===== src/rtl/shb_pkg.sv =====
// Shared constants for the shrinked 8-bit AHB slave fabric: response codes,
// fabric FSM state encoding, data-phase select width and default-slave code.
package shb_pkg;

  localparam logic HRESP_OKAY  = 1'b1;
  localparam logic HRESP_ERROR = 1'b0;

  typedef enum logic [1:0] {
    ST_IDLE = 2'd0,
    ST_DATA = 2'd1,
    ST_ERR1 = 2'd2,
    ST_ERR2 = 2'd3
  } shb_state_e;

  // Up to 8 slaves plus the built-in default slave need 4 bits of select.
  localparam int SEL_W = 4;
  localparam logic [SEL_W-1:0] SEL_DEF = 4'd8;

  function automatic int cnt_width(input int tmo);
    if (tmo < 1) begin
      return 1;
    end else begin
      return $clog2(tmo + 1);
    end
  endfunction

endpackage


===== src/rtl/shb_addr_dec.sv =====
// Base/mask address decoder: one-hot hit vector, index and miss flag.
// Overlapping windows resolve to the lowest slave index.
module shb_addr_dec
  import shb_pkg::*;
#(
  parameter int ADDR_W = 24,
  parameter int NSLV   = 4,
  parameter logic [NSLV*ADDR_W-1:0] SLV_BASE = '0,
  parameter logic [NSLV*ADDR_W-1:0] SLV_MASK = '0
) (
  input  logic [ADDR_W-1:0] haddr,
  output logic [NSLV-1:0]   hit_onehot,
  output logic [SEL_W-1:0]  hit_idx,
  output logic              miss
);

  // Scan from the top so a lower hitting index overwrites a higher one.
  always_comb begin
    miss    = 1'b1;
    hit_idx = SEL_DEF;
    for (int i = NSLV - 1; i >= 0; i--) begin
      if (((haddr ^ SLV_BASE[i*ADDR_W +: ADDR_W]) & SLV_MASK[i*ADDR_W +: ADDR_W]) == '0) begin
        miss    = 1'b0;
        hit_idx = SEL_W'(i);
      end else begin
        miss    = miss;
        hit_idx = hit_idx;
      end
    end
    hit_onehot = miss ? '0 : (NSLV'(1) << hit_idx);
  end

endmodule


===== src/rtl/shb_slave_fabric.sv =====
// SHB slave fabric: decode, data-phase response mux, default ERROR slave and
// wait-state timeout. Define SHB_ERRLOG_EN to build the first-error address log.
module shb_slave_fabric
  import shb_pkg::*;
#(
  parameter int ADDR_W = 24,
  parameter int DATA_W = 8,
  parameter int NSLV   = 4,
  parameter logic [NSLV*ADDR_W-1:0] SLV_BASE = '0,
  parameter logic [NSLV*ADDR_W-1:0] SLV_MASK = '0,
  parameter logic [NSLV-1:0]        SLV_ZW   = '0,
  parameter int TIMEOUT = 255
) (
  input  logic                   hclk,
  input  logic                   hreset_n,
  input  logic [ADDR_W-1:0]      haddr,
  input  logic                   htrans,
  input  logic                   hwrite,
  output logic                   hready,
  output logic                   hresp,
  output logic [DATA_W-1:0]      hrdata,
  output logic [NSLV-1:0]        hsel_s,
  input  logic [NSLV-1:0]        hready_s,
  input  logic [NSLV-1:0]        hresp_s,
  input  logic [NSLV*DATA_W-1:0] hrdata_s,
  output logic                   tmo_pulse,
  output logic                   err_valid,
  output logic [ADDR_W-1:0]      err_addr,
  input  logic                   err_clr
);

  localparam int CNT_W = cnt_width(TIMEOUT);
  localparam logic [CNT_W-1:0] CNT_MAX = '1;
  localparam logic [CNT_W-1:0] TMO_VAL = CNT_W'(TIMEOUT);
  localparam bit TMO_EN = (TIMEOUT != 0);

  shb_state_e        state_r, state_nxt_s;
  logic [SEL_W-1:0]  data_sel_r, dec_idx_s;
  logic [NSLV-1:0]   dec_onehot_s;
  logic              dec_miss_s;
  logic [CNT_W-1:0]  cnt_r, cnt_nxt_s, cnt_inc_s;
  logic              tmo_pulse_r, tmo_nxt_s;
  logic              sel_ready_s, sel_resp_s;
  logic [DATA_W-1:0] sel_rdata_s;
  logic              ready_out_s, resp_out_s;
  logic [DATA_W-1:0] rdata_out_s;
  logic              accept_s;
  logic              unused_s;

  shb_addr_dec #(
    .ADDR_W   (ADDR_W),
    .NSLV     (NSLV),
    .SLV_BASE (SLV_BASE),
    .SLV_MASK (SLV_MASK)
  ) u_dec (
    .haddr      (haddr),
    .hit_onehot (dec_onehot_s),
    .hit_idx    (dec_idx_s),
    .miss       (dec_miss_s)
  );

  // Response of the slave owning the current data phase; zero-wait slaves are always ready.
  always_comb begin
    sel_ready_s = 1'b0;
    sel_resp_s  = HRESP_ERROR;
    sel_rdata_s = '0;
    for (int i = 0; i < NSLV; i++) begin
      if (data_sel_r == SEL_W'(i)) begin
        sel_ready_s = SLV_ZW[i] | hready_s[i];
        sel_resp_s  = hresp_s[i];
        sel_rdata_s = hrdata_s[i*DATA_W +: DATA_W];
      end else begin
        sel_ready_s = sel_ready_s;
        sel_resp_s  = sel_resp_s;
        sel_rdata_s = sel_rdata_s;
      end
    end
  end

  // Master-facing response by state; the default slave drives a two-cycle ERROR.
  always_comb begin
    ready_out_s = 1'b1;
    resp_out_s  = HRESP_OKAY;
    rdata_out_s = '0;
    case (state_r)
      ST_IDLE: begin
        ready_out_s = 1'b1;
        resp_out_s  = HRESP_OKAY;
      end
      ST_DATA: begin
        ready_out_s = sel_ready_s;
        resp_out_s  = sel_resp_s;
        rdata_out_s = sel_rdata_s;
      end
      ST_ERR1: begin
        ready_out_s = 1'b0;
        resp_out_s  = HRESP_ERROR;
      end
      ST_ERR2: begin
        ready_out_s = 1'b1;
        resp_out_s  = HRESP_ERROR;
      end
      default: begin
        ready_out_s = 1'b1;
        resp_out_s  = HRESP_OKAY;
      end
    endcase
  end

  // The ERROR completion cycle never accepts a new address phase.
  assign accept_s  = htrans & ready_out_s & (state_r != ST_ERR2);
  assign cnt_inc_s = (cnt_r == CNT_MAX) ? cnt_r : cnt_r + CNT_W'(1);

  // Next state, wait counter and timeout detection.
  always_comb begin
    state_nxt_s = state_r;
    cnt_nxt_s   = cnt_r;
    tmo_nxt_s   = 1'b0;
    case (state_r)
      ST_IDLE: begin
        cnt_nxt_s = '0;
        if (accept_s) begin
          state_nxt_s = dec_miss_s ? ST_ERR1 : ST_DATA;
        end else begin
          state_nxt_s = ST_IDLE;
        end
      end
      ST_DATA: begin
        if (sel_ready_s) begin
          cnt_nxt_s = '0;
          if (accept_s) begin
            state_nxt_s = dec_miss_s ? ST_ERR1 : ST_DATA;
          end else begin
            state_nxt_s = ST_IDLE;
          end
        end else if (TMO_EN && (cnt_inc_s == TMO_VAL)) begin
          state_nxt_s = ST_ERR1;
          cnt_nxt_s   = '0;
          tmo_nxt_s   = 1'b1;
        end else begin
          cnt_nxt_s = cnt_inc_s;
        end
      end
      ST_ERR1: state_nxt_s = ST_ERR2;
      ST_ERR2: state_nxt_s = ST_IDLE;
      default: state_nxt_s = ST_IDLE;
    endcase
  end

  // FSM, data-phase select, wait counter and timeout pulse registers.
  always_ff @(posedge hclk or negedge hreset_n) begin
    if (!hreset_n) begin
      state_r     <= ST_IDLE;
      data_sel_r  <= SEL_DEF;
      cnt_r       <= '0;
      tmo_pulse_r <= 1'b0;
    end else begin
      state_r     <= state_nxt_s;
      cnt_r       <= cnt_nxt_s;
      tmo_pulse_r <= tmo_nxt_s;
      if (accept_s) begin
        data_sel_r <= dec_idx_s;
      end else begin
        data_sel_r <= data_sel_r;
      end
    end
  end

  assign hready    = ready_out_s;
  assign hresp     = resp_out_s;
  assign hrdata    = rdata_out_s;
  assign tmo_pulse = tmo_pulse_r;
  assign hsel_s    = (htrans && (state_r != ST_ERR2)) ? dec_onehot_s : '0;

`ifdef SHB_ERRLOG_EN
  logic              err_valid_r;
  logic [ADDR_W-1:0] err_addr_r, addr_q_r, err_src_s;
  logic              err_entry_s;

  assign err_entry_s = (state_nxt_s == ST_ERR1) && (state_r != ST_ERR1);
  // A miss is logged on its accept edge, so its address is still on haddr.
  assign err_src_s   = accept_s ? haddr : addr_q_r;

  // First-error address log; a new error outranks a coincident clear.
  always_ff @(posedge hclk or negedge hreset_n) begin
    if (!hreset_n) begin
      addr_q_r    <= '0;
      err_valid_r <= 1'b0;
      err_addr_r  <= '0;
    end else begin
      if (accept_s) begin
        addr_q_r <= haddr;
      end else begin
        addr_q_r <= addr_q_r;
      end
      if (err_entry_s && (!err_valid_r || err_clr)) begin
        err_valid_r <= 1'b1;
        err_addr_r  <= err_src_s;
      end else if (err_clr) begin
        err_valid_r <= 1'b0;
      end else begin
        err_valid_r <= err_valid_r;
      end
    end
  end

  assign err_valid = err_valid_r;
  assign err_addr  = err_addr_r;
  assign unused_s  = hwrite;
`else
  assign err_valid = 1'b0;
  assign err_addr  = '0;
  assign unused_s  = hwrite ^ err_clr;
`endif

endmodule


===== config.mk =====
export PLATFORM = sky130hd
export DESIGN_NAME = shb_slave_fabric
export DESIGN_NICKNAME = d
export VERILOG_FILES = /design/src/rtl/shb_pkg.sv /design/src/rtl/shb_addr_dec.sv /design/src/rtl/shb_slave_fabric.sv
export SDC_FILE = /design/constraint.sdc
export NUM_CORES = 1
export LEC_CHECK = 0
export CAP_MARGIN = 15
export CORE_MARGIN = 2
export CORE_UTILIZATION = 32
export CTS_CLUSTER_SIZE = 10
export DETAILED_ROUTE_END_ITERATION = 8
export PLACE_DENSITY = 0.86
export REMOVE_ABC_BUFFERS = 1
export SETUP_SLACK_MARGIN = 0.15
export SYNTH_ARGS = -nofsm -noshare
export SYNTH_HDL_FRONTEND = slang
export SYNTH_SLANG_ARGS = --single-unit

===== constraint.sdc =====
create_clock -name hclk -period 4.2 [get_ports hclk]
set_input_delay 0.42 -clock hclk [delete_from_list [all_inputs] [get_ports hclk]]
set_output_delay 0.42 -clock hclk [all_outputs]
set_load 0.1 [all_outputs]

==> qor.yml, run 1 <==
status: "complete, no violations"
hold_class: "primary input to async pin"
worstSetupPathType: "flop to primary output"
fin_skew_ps: 6.66
die_h_um: 62.2
grt_pass1_vias: 753
start_util: 0.330
ys_seq_area_frac: 0.278
yosys-top-cells-area: "dfrtp_1 25%, buf_4 19%, and2_1 5.8%"
fp.dieArea_sq_um: 3870
cts-root-buf: "clkbuf_4"
core_area_sq_um: 3280
cp_data_required_time_ps: 3780
diodes: 0
synthArstFlopShare: 1.00
clkLatencyLatePin_ps: 290
cts_buffers: 3
netlist.top_cell.by_area: "dfrtp_1"
yosysWarnings: 0
critPathMaxFanout: 9
post_cts_buffers: 0
clockBufferDepth: 2
fin_util: 0.390
htreeDepth: 1
setup-violations-final: 0
post-place-ws_ps: 1230
tightest_slew_ps: 984
grt.overflow.total: 0
worst_slack_ps: 943
initialDrtViolationCount: 19
netlist_instances: 127
cts_resized: 0
period_needed_ps: 3260
cts_tree: "built"
clk_pin_slew_ps: 80
viasPerCell: 4.62
p_comb_frac: 0.707
io_buffer_count: 24
hold_violations: 0
die_w_um: 62.2
cts_hold_buf: 0
drt_pass1_iterations: 5
p_switching_uw: 467
fillers: 345
final_cells: 198
syn_area_per_cell_sq_um: 8.53
cp.arrival_ps: 2840
synth_top_area_share: 0.254
netlist_area_sq_um: 1080
synth-edff-count: 0
seq_power_share: 0.187
p_per_area_nw_per_um2: 580
multi_input_area_sq_um: 642
nets: 226
cp-start-kind: "flop"
ir_worst_vdd_mv: 0.477
drc_errors: 0
tns_ps: 0
wire_per_inst_um: 11.0
total_leakage_power_uw: 0.000561
p_clk_frac: 0.106
critPathCaptureType: "primary output"
track_usage: 0.114
drtAntennaViolNets: 0
via_count: 914
grt_antenna_before_repair: 0
dp_cells: 194
hpwl_mm: 1.64
swShare: 0.628
regArea_sq_um: 302
grt_pass1_wl_mm: 3.58
fmax_ghz: 0.307
max_slew_margin: 0.342
synth_cell_types: 40
area_growth_pct: 18.4
boundaryPins: 109
synth_ff_type: "dfrtp_1"
gp_congestion: 0.938
routed_wl_mm: 2.18
ys_seq_elements: 12
drv_cap: 0
fin_crit_sh: 0.775
p_int_uw: 277
drive_gt1_frac: 0.0592
grt_max_degree: 13
rsz0062_at_grt: "false"
clock-sinks: 12
rows: 21
final_max_slew_viol_count: 0
==> final timing paths <==
check	endpoint	slack, ps	cells after the start	startpoint
worst max-delay path	hrdata[7]	940	5	flop
worst min-delay path	cnt_r[4]$_DFFE_PN0P_	490	1	hreset_n
worst max register to register	cnt_r[0]$_DFFE_PN0P_	1690	7	cnt_r[0]$_DFFE_PN0P_
worst min register to register	data_sel_r[3]$_DFFE_PN1P_	500	1	data_sel_r[3]$_DFFE_PN1P_
max in group asynchronous	data_sel_r[3]$_DFFE_PN1P_	3330	1	hreset_n
min in group hclk	data_sel_r[3]$_DFFE_PN1P_	500	1	data_sel_r[3]$_DFFE_PN1P_
==> kinds of logic after synthesis <==
logic type,after synthesis,share of synthesized area
mux,4,0.0370
flops,12,0.278
compound gates,30,0.195
simple gates,42,0.217
fa+ha+maj,4,0.0462
buf+inv,34,0.223
other cells,1,0.00346
==> metal layers <==
layer | vias to the layer above | share of wire | GRT usage
met5 | - | 0 | 0
met4 | 0 | 0.0087 | 0.0250
met3 | 2 | 0.077 | 0.0326
met2 | 40 | 0.48 | 0.178
met1 | 432 | 0.43 | 0.157
li1 | 440 | - | -
==> registers in the layout, summed over array words and instances, names as in the netlist, named ones only <==
register,flops
cnt_r,8
data_sel_r,1
state_r,1
tmo_pulse,1
==> stage by stage <==
step	power, uW	area, sq um	hold WS (ps)
floorplan	569	958	124
global placement	660	1260	481
detailed placement	666	1260	487
CTS	746	1280	498
global route	775	1280	515
finish	743	1280	488
==> synth_stat cells, types with 2 or more instances <==
master     n
nand3_1    2
a21oi_1    9
nor2_1     9
nor2b_1    2
buf_4     28
a21boi_0   3
a22o_1     2
nand2_1    5
a21o_1     3
ha_1       4
o21ai_0    2
mux2i_1    4
nand2b_1   2
nand4_1    3
inv_1      4
and2_1    10
dfrtp_1   11
a31oi_1    2
==> cell usage in the layout (no fill, tap or decap), types with 2 or more instances in the layout <==
| cell | count |
|---|---|
| a21boi_0 | 3 |
| a21o_1 | 3 |
| a21oi_1 | 9 |
| a22o_1 | 2 |
| a31oi_1 | 2 |
| and2_1 | 10 |
| clkbuf_4 | 3 |
| clkdlybuf4s50_1 | 24 |
| conb_1 | 28 |
| dfrtp_1 | 11 |
| ha_1 | 4 |
| inv_1 | 4 |
| mux2i_1 | 4 |
| nand2_1 | 5 |
| nand2b_1 | 2 |
| nand3_1 | 2 |
| nand4_1 | 3 |
| nor2_1 | 9 |
| nor2b_1 | 2 |
| o21ai_0 | 2 |
==> final cells by class <==
cell class	count	area share
multi-input combinational	108	0.500
sequential	12	0.235
timing repair buffer	24	0.187
tap	46	0.0449
clock buffer	4	0.0205
inverter	4	0.0117
==> power groups by stage <==
stage | sequential, uW | clock [uW] | combinational, uW
6_report | 139 | 79.1 | 526
5_1_grt | 140 | 85.9 | 548
4_1_cts | 138 | 80.6 | 528
3_5_place_dp | 140 | 0 | 526
3_3_place_gp | 140 | 0 | 521
2_1_floorplan | 137 | 0 | 432
==> critical path: stages, from the launching register on <==
cell	delay, ps
dfrtp_1	430
inv_1	90
ha_1	270
nor2b_1	420
and2_1	200
clkdlybuf4s50_1	1130
No activity file was read; power rests on OpenSTA's default activity.
==> run 2: changes to the inputs <==
--- a/config.mk
+++ b/config.mk
@@ -7,10 +7,10 @@
 export LEC_CHECK = 0
 export CAP_MARGIN = 15
 export CORE_MARGIN = 2
-export CORE_UTILIZATION = 32
+export CORE_UTILIZATION = 29
 export CTS_CLUSTER_SIZE = 10
 export DETAILED_ROUTE_END_ITERATION = 8
-export PLACE_DENSITY = 0.86
+export PLACE_DENSITY = 0.79
 export REMOVE_ABC_BUFFERS = 1
 export SETUP_SLACK_MARGIN = 0.15
 export SYNTH_ARGS = -nofsm -noshare
==> constraint.sdc (replaced) <==
create_clock -name hclk -period 3.1 [get_ports hclk]
set_input_delay 0.31 -clock hclk [delete_from_list [all_inputs] [get_ports hclk]]
set_output_delay 0.31 -clock hclk [all_outputs]
set_load 0.1 [all_outputs]
==> run 2 against run 1 <==
Worst hold slack lost 58 ps; combinational power up 33%; register-to-register slack worse by 1100 ps; clock skew decreased by 1.9 ps; setup slack lost 330 ps.
==> qor.yml, run 2 (same netlist as run 1, synthesis figures left out) <==
critPathMaxFanout: 10  # +1
seq_power_share: 0.180  # -0.007
holdWs_ps: 430  # -58.4 ps
cts_tree: "built"
power.total_uw: 1040  # +40%
io_buffer_count: 24  # unchanged
grt_pass1_wl_mm: 3.67  # +2.5%
fin_skew_ps: 4.73  # -1.93 ps
rsz0062_at_grt: "false"
total_leakage_power_uw: 0.000584  # +4.2%
cp-start-kind: "flop"
r2r_cells: 7  # unchanged
nets: 226  # unchanged
cts-root-buf: "clkbuf_8"
diodes: 0  # unchanged
cpPeakStageDelay_ps: 580  # -550 ps
reg2reg_setup_slack_ps: 610  # -1080 ps
reg2reg_from: "cnt_r[0]$_DFFE_PN0P_"
gp_congestion: 0.864  # -8.0%
clkLatencyLatePin_ps: 250  # -40 ps
die_w_um: 65.1  # +4.7%
drive_gt1_frac: 0.132  # +0.0724
drc_errors: 0  # unchanged
hold_violations: 0  # unchanged
p_switching_uw: 635  # +36%
cts_resized: 0  # unchanged
p_per_area_nw_per_um2: 813  # +40%
initialDrtViolationCount: 9  # -10
final_cell_mix: "28 x conb_1, 13 x clkdlybuf4s50_1, 11 x dfrtp_1, 11 x buf_4, 10 x and2_1"
setup-violations-final: 0  # unchanged
final_common_cell: "conb_1"
grt.overflow.total: 0  # unchanged
p_clk_frac: 0.148  # +0.042
via_count: 908  # -0.66%
period_needed_ps: 2490
die_h_um: 65.1  # +4.7%
cp.arrival_ps: 2620  # -220 ps
hold_class: "primary input to async pin"
cts_hold_buf: 0  # unchanged
post_cts_buffers: 0  # unchanged
drv_cap: 0  # unchanged
fp.dieArea_sq_um: 4240  # +9.7%
p_comb_frac: 0.672  # -0.035
wire_per_inst_um: 10.9  # -1.0%
clockBufferDepth: 2  # unchanged
drtAntennaViolNets: 0  # unchanged
critPathLaunch: "cnt_r[0]$_DFFE_PN0P_"
htreeDepth: 1  # unchanged
boundaryPins: 109  # unchanged
cts_buffers: 3  # unchanged
r2r-end: "cnt_r[0]$_DFFE_PN0P_"
critPathCaptureType: "flop"
grt_max_degree: 13  # unchanged
fillers: 389  # +13%
grt_pass1_vias: 777  # +3.2%
hpwl_mm: 1.66  # +1.2%
ir_worst_vdd_mv: 0.743  # +56%
max_slew_margin: 0.360  # +0.0174
worstPathCellList: "ha_1, nand2_1, a31oi_1, or3_1, o41a_1, a21o_1, a22o_1"
drt_pass1_iterations: 4  # -1
area_growth_pct: 17.8
clock-sinks: 12  # unchanged
p_int_uw: 402  # +45%
status: "complete, no violations"
start_util: 0.298  # -0.0317
fmax_ghz: 0.402
fin_crit_sh: 0.803
crit_slowest_cell: "o41a_1"
swShare: 0.612  # -0.0158
largest_reg_flops: 8  # unchanged
clk_pin_slew_ps: 60  # -20 ps
tightest_slew_ps: 957  # -26.1 ps
top_register: "cnt_r"
tns_ps: 0  # unchanged
viasPerCell: 4.54  # -1.6%
core_area_sq_um: 3630  # +11%
cp_data_required_time_ps: 3230  # -550 ps
rows: 22  # +4.8%
routed_wl_mm: 2.18  # about the same
final_max_slew_viol_count: 0  # unchanged
worstSetupPathType: "flop to flop"
grt_antenna_before_repair: 0  # unchanged
track_usage: 0.112  # -0.00225
==> run 2: changes by cell type in the layout (fill, tap and decap cells not counted) <==
cell             delta
buf_4              +11
clkdlybuf4s50_1    -11
clkbuf_4            -3
clkbuf_8            +3
==> run 2: layout make-up <==
cell class,instances,area (sq um),share of cell area
Clock buffer,4,45.0,0.0353
Inverter,4,15.0,0.0118
Multi-Input combinational cell,108,642,0.503
Sequential cell,12,302,0.236
Tap cell,48,60.1,0.0471
Timing Repair Buffer,24,213,0.167
==> run 2: metal layers <==
layer / vias to the layer above / track usage / part of all wire
li1: 442 / - / -
met1: 421 / 0.148 / 0.45
met2: 41 / 0.174 / 0.46
met3: 4 / 0.0342 / 0.084
met4: 0 / 0.0365 / 0.011
met5: - / 0 / 0
==> run 2: worst max path at each step <==
| stage | endpoint | depth (start not counted) |
|---|---|---|
| 2_1_floorplan | hready | 3 |
| 3_3_place_gp | cnt_r[0]$_DFFE_PN0P_ | 7 |
| 3_5_place_dp | cnt_r[0]$_DFFE_PN0P_ | 7 |
| 4_1_cts | cnt_r[0]$_DFFE_PN0P_ | 7 |
| 5_1_grt | cnt_r[0]$_DFFE_PN0P_ | 7 |
| 6_report | cnt_r[0]$_DFFE_PN0P_ | 7 |
==> run 2: worst max-delay path, delay by kind of cell, from the launching register on <==
kind / cells / cell delay [ps]
flip-flops: 1 / 420
adder cells (fa/ha/maj): 1 / 290
AND/OR/NAND/NOR: 2 / 560
AO/OA/AOI/OAI: 4 / 1110
==> run 2: power by group through the flow <==
stage / clock network [uW] / registers, uW / logic [uW]
after floorplan: 0 / 185 / 586
after global placement: 0 / 189 / 693
after detailed placement: 0 / 190 / 698
after CTS: 159 / 187 / 699
after global routing: 167 / 190 / 736
final: 154 / 187 / 697
==> run 2: metrics by stage <==
step                      setup slack, ps  instances  area (sq um)  utilization
final                                 612        200          1280        0.351
after global routing                  450        200          1280        0.351
after CTS                             627        200          1280        0.351
after detailed placement              644        196          1230        0.339
after global placement                647        196          1230        0.339
after floorplan                       469        124           958            -
==> run 3: changes to the inputs <==
--- a/config.mk
+++ b/config.mk
@@ -7,10 +7,10 @@
 export LEC_CHECK = 0
 export CAP_MARGIN = 15
 export CORE_MARGIN = 2
-export CORE_UTILIZATION = 29
+export CORE_UTILIZATION = 27
 export CTS_CLUSTER_SIZE = 10
 export DETAILED_ROUTE_END_ITERATION = 8
-export PLACE_DENSITY = 0.79
+export PLACE_DENSITY = 0.77
 export REMOVE_ABC_BUFFERS = 1
 export SETUP_SLACK_MARGIN = 0.15
 export SYNTH_ARGS = -nofsm -noshare
==> constraint.sdc (replaced) <==
create_clock -name hclk -period 2.2 [get_ports hclk]
set_input_delay 0.22 -clock hclk [delete_from_list [all_inputs] [get_ports hclk]]
set_output_delay 0.22 -clock hclk [all_outputs]
set_load 0.1 [all_outputs]
==> run 3 against run 2 <==
Critical path depth unchanged; worst hold slack worse by 86 ps; final area up 27%; combinational power up 79%; non-clock buffer count up 11; via count up 4.3%; count of clock-buffer cells in the layout unchanged; global-route usage down 0.14 points; largest cell class unchanged; largest power group unchanged.
==> qor.yml, run 3 (same netlist as run 1, synthesis figures left out) <==
status: "complete, no violations"
max_slew_margin: 0.624  # +0.265
grt_pass1_wl_mm: 3.82  # +4.0%
drc_errors: 0  # unchanged
core_area_sq_um: 3940  # +8.5%
seq_power_share: 0.153  # -0.027
tightest_slew_ps: 562  # -396 ps
track_usage: 0.110  # -0.00138
clock-sinks: 12  # unchanged
rsz0062_at_grt: "true"
multi_input_area_sq_um: 753  # +17%
io_buffer_count: 24  # unchanged
htreeDepth: 1  # unchanged
die_w_um: 67.4  # +3.4%
clk_pin_slew_ps: 50  # about the same
cp-start-kind: "flop"
ir_worst_vdd_mv: 1.08  # +45%
fmax_ghz: 0.463  # +15%
cts_hold_buf: 0  # unchanged
total_leakage_power_uw: 0.000717  # +23%
cts-root-buf: "clkbuf_8"
post-place-ws_ps: 17.4  # -626 ps
fin_crit_sh: 0.981  # +0.179
nets: 237  # +4.9%
die_h_um: 67.4  # +3.4%
p_switching_uw: 964  # +52%
grt_max_degree: 13  # unchanged
critPathCaptureType: "flop"
holdWs_ps: 343  # -86.0 ps
hold_class: "primary input to async pin"
via_count: 947  # +4.3%
grt_antenna_before_repair: 0  # unchanged
hpwl_mm: 1.81  # +8.9%
regArea_sq_um: 304  # +0.83%
clkLatencyLatePin_ps: 240  # about the same
period_needed_ps: 2160  # -330 ps
critPathMaxFanout: 5  # -5
final_cell_mix: "28 x conb_1, 12 x clkdlybuf4s50_1, 11 x buf_12"
drv_cap: 0  # unchanged
cp.arrival_ps: 2290  # -330 ps
routed_wl_mm: 2.42  # +11%
drive_gt1_frac: 0.307  # +0.175
gp_congestion: 0.803  # -7.0%
power.total_uw: 1720  # +66%
final_max_slew_viol_count: 0  # unchanged
largest_reg_flops: 8  # unchanged
drt_pass1_iterations: 3  # -1
setup-violations-final: 0  # unchanged
p_int_uw: 760  # +89%
fin_skew_ps: 0.815  # -3.92 ps
cts_tree: "built"
p_per_area_nw_per_um2: 1060  # +31%
wire_per_inst_um: 11.4  # +4.1%
boundaryPins: 109  # unchanged
diodes: 0  # unchanged
fillers: 381  # -2.1%
drtAntennaViolNets: 0  # unchanged
grt_pass1_vias: 831  # +6.9%
initialDrtViolationCount: 12  # +3
swShare: 0.559  # -0.0528
grt.overflow.total: 0  # unchanged
p_clk_frac: 0.120  # -0.028
final_common_cell: "conb_1"
tns_ps: 0  # unchanged
hold_violations: 0  # unchanged
start_util: 0.275  # -0.0234
worstSetupPathType: "flop to flop"
viasPerCell: 4.45  # -2.1%
fp.dieArea_sq_um: 4540  # +6.9%
p_comb_frac: 0.727  # +0.055
cts_buffers: 3  # unchanged
rows: 23  # +4.5%
worst_slack_ps: 41.2  # -570 ps
area_growth_pct: 49.7
top_register: "cnt_r"
cp_data_required_time_ps: 2330  # -900 ps
fin_util: 0.411  # +0.0601
clockBufferDepth: 2  # unchanged
==> run 3: changes by cell type in the layout (fill, tap and decap cells not counted), sizes merged <==
cell	change
buf	+12
clkdlybuf4s50	-1
==> run 3: final cells by class <==
| type | count | area share |
|---|---|---|
| Multi-Input combinational cell | 108 | 0.465 |
| Timing Repair Buffer | 35 | 0.272 |
| Sequential cell | 12 | 0.187 |
| Tap cell | 50 | 0.0386 |
| Clock buffer | 4 | 0.0278 |
| Inverter | 4 | 0.00926 |
==> run 3: path summary, 6_finish.rpt <==
path	start	endpoint	slack [ps]	cells after the start
worst max-delay path	cnt_r[1]$_DFFE_PN0P_	cnt_r[0]$_DFFE_PN0P_	40	7
worst min-delay path	hreset_n	cnt_r[0]$_DFFE_PN0P_	340	1
worst max register to register	cnt_r[1]$_DFFE_PN0P_	cnt_r[0]$_DFFE_PN0P_	40	7
worst min register to register	data_sel_r[3]$_DFFE_PN1P_	data_sel_r[3]$_DFFE_PN1P_	510	1
max in group asynchronous	hreset_n	cnt_r[3]$_DFFE_PN0P_	1460	1
min in group hclk	data_sel_r[3]$_DFFE_PN1P_	data_sel_r[3]$_DFFE_PN1P_	510	1
==> run 3: repair_timing <==
action,in CTS,in global routing
setup endpoints to repair,17,17
gates cloned,0,0
pin swaps,5,6
setup buffers,1,1
resized for setup,10,21
==> run 3: worst max-delay path, stage by stage, from the launching register on <==
cell	delay, ps
dfrtp_1	420
ha_4	200
nand3_4	90
nor3_2	50
or3_4	400
o41a_1	460
a21o_1	200
a22o_1	230
==> run 3: power by group through the flow <==
stage / registers [uW] / logic [uW] / clock network (uW)
global route: 266 / 1310 / 223
floorplan: 261 / 825 / 0
CTS: 263 / 1200 / 213
global placement: 260 / 1170 / 0
finish: 263 / 1250 / 207
detailed placement: 261 / 1180 / 0
==> run 3: per-layer routing <==
layer | part of all wire | track usage | routed length (um) | up-vias
li1 | - | - | - | 467
met5 | 0 | 0 | 0 | -
met2 | 0.50 | 0.181 | 1210 | 31
met4 | 0.010 | 0.0408 | 25 | 0
met3 | 0.054 | 0.0217 | 130 | 3
met1 | 0.44 | 0.143 | 1050 | 446
==> run 3: stage by stage <==
stage | instance area [sq um] | cells
finish | 1620 | 213
global route | 1620 | 213
CTS | 1520 | 212
detailed placement | 1440 | 207
global placement | 1440 | 207
floorplan | 958 | 124
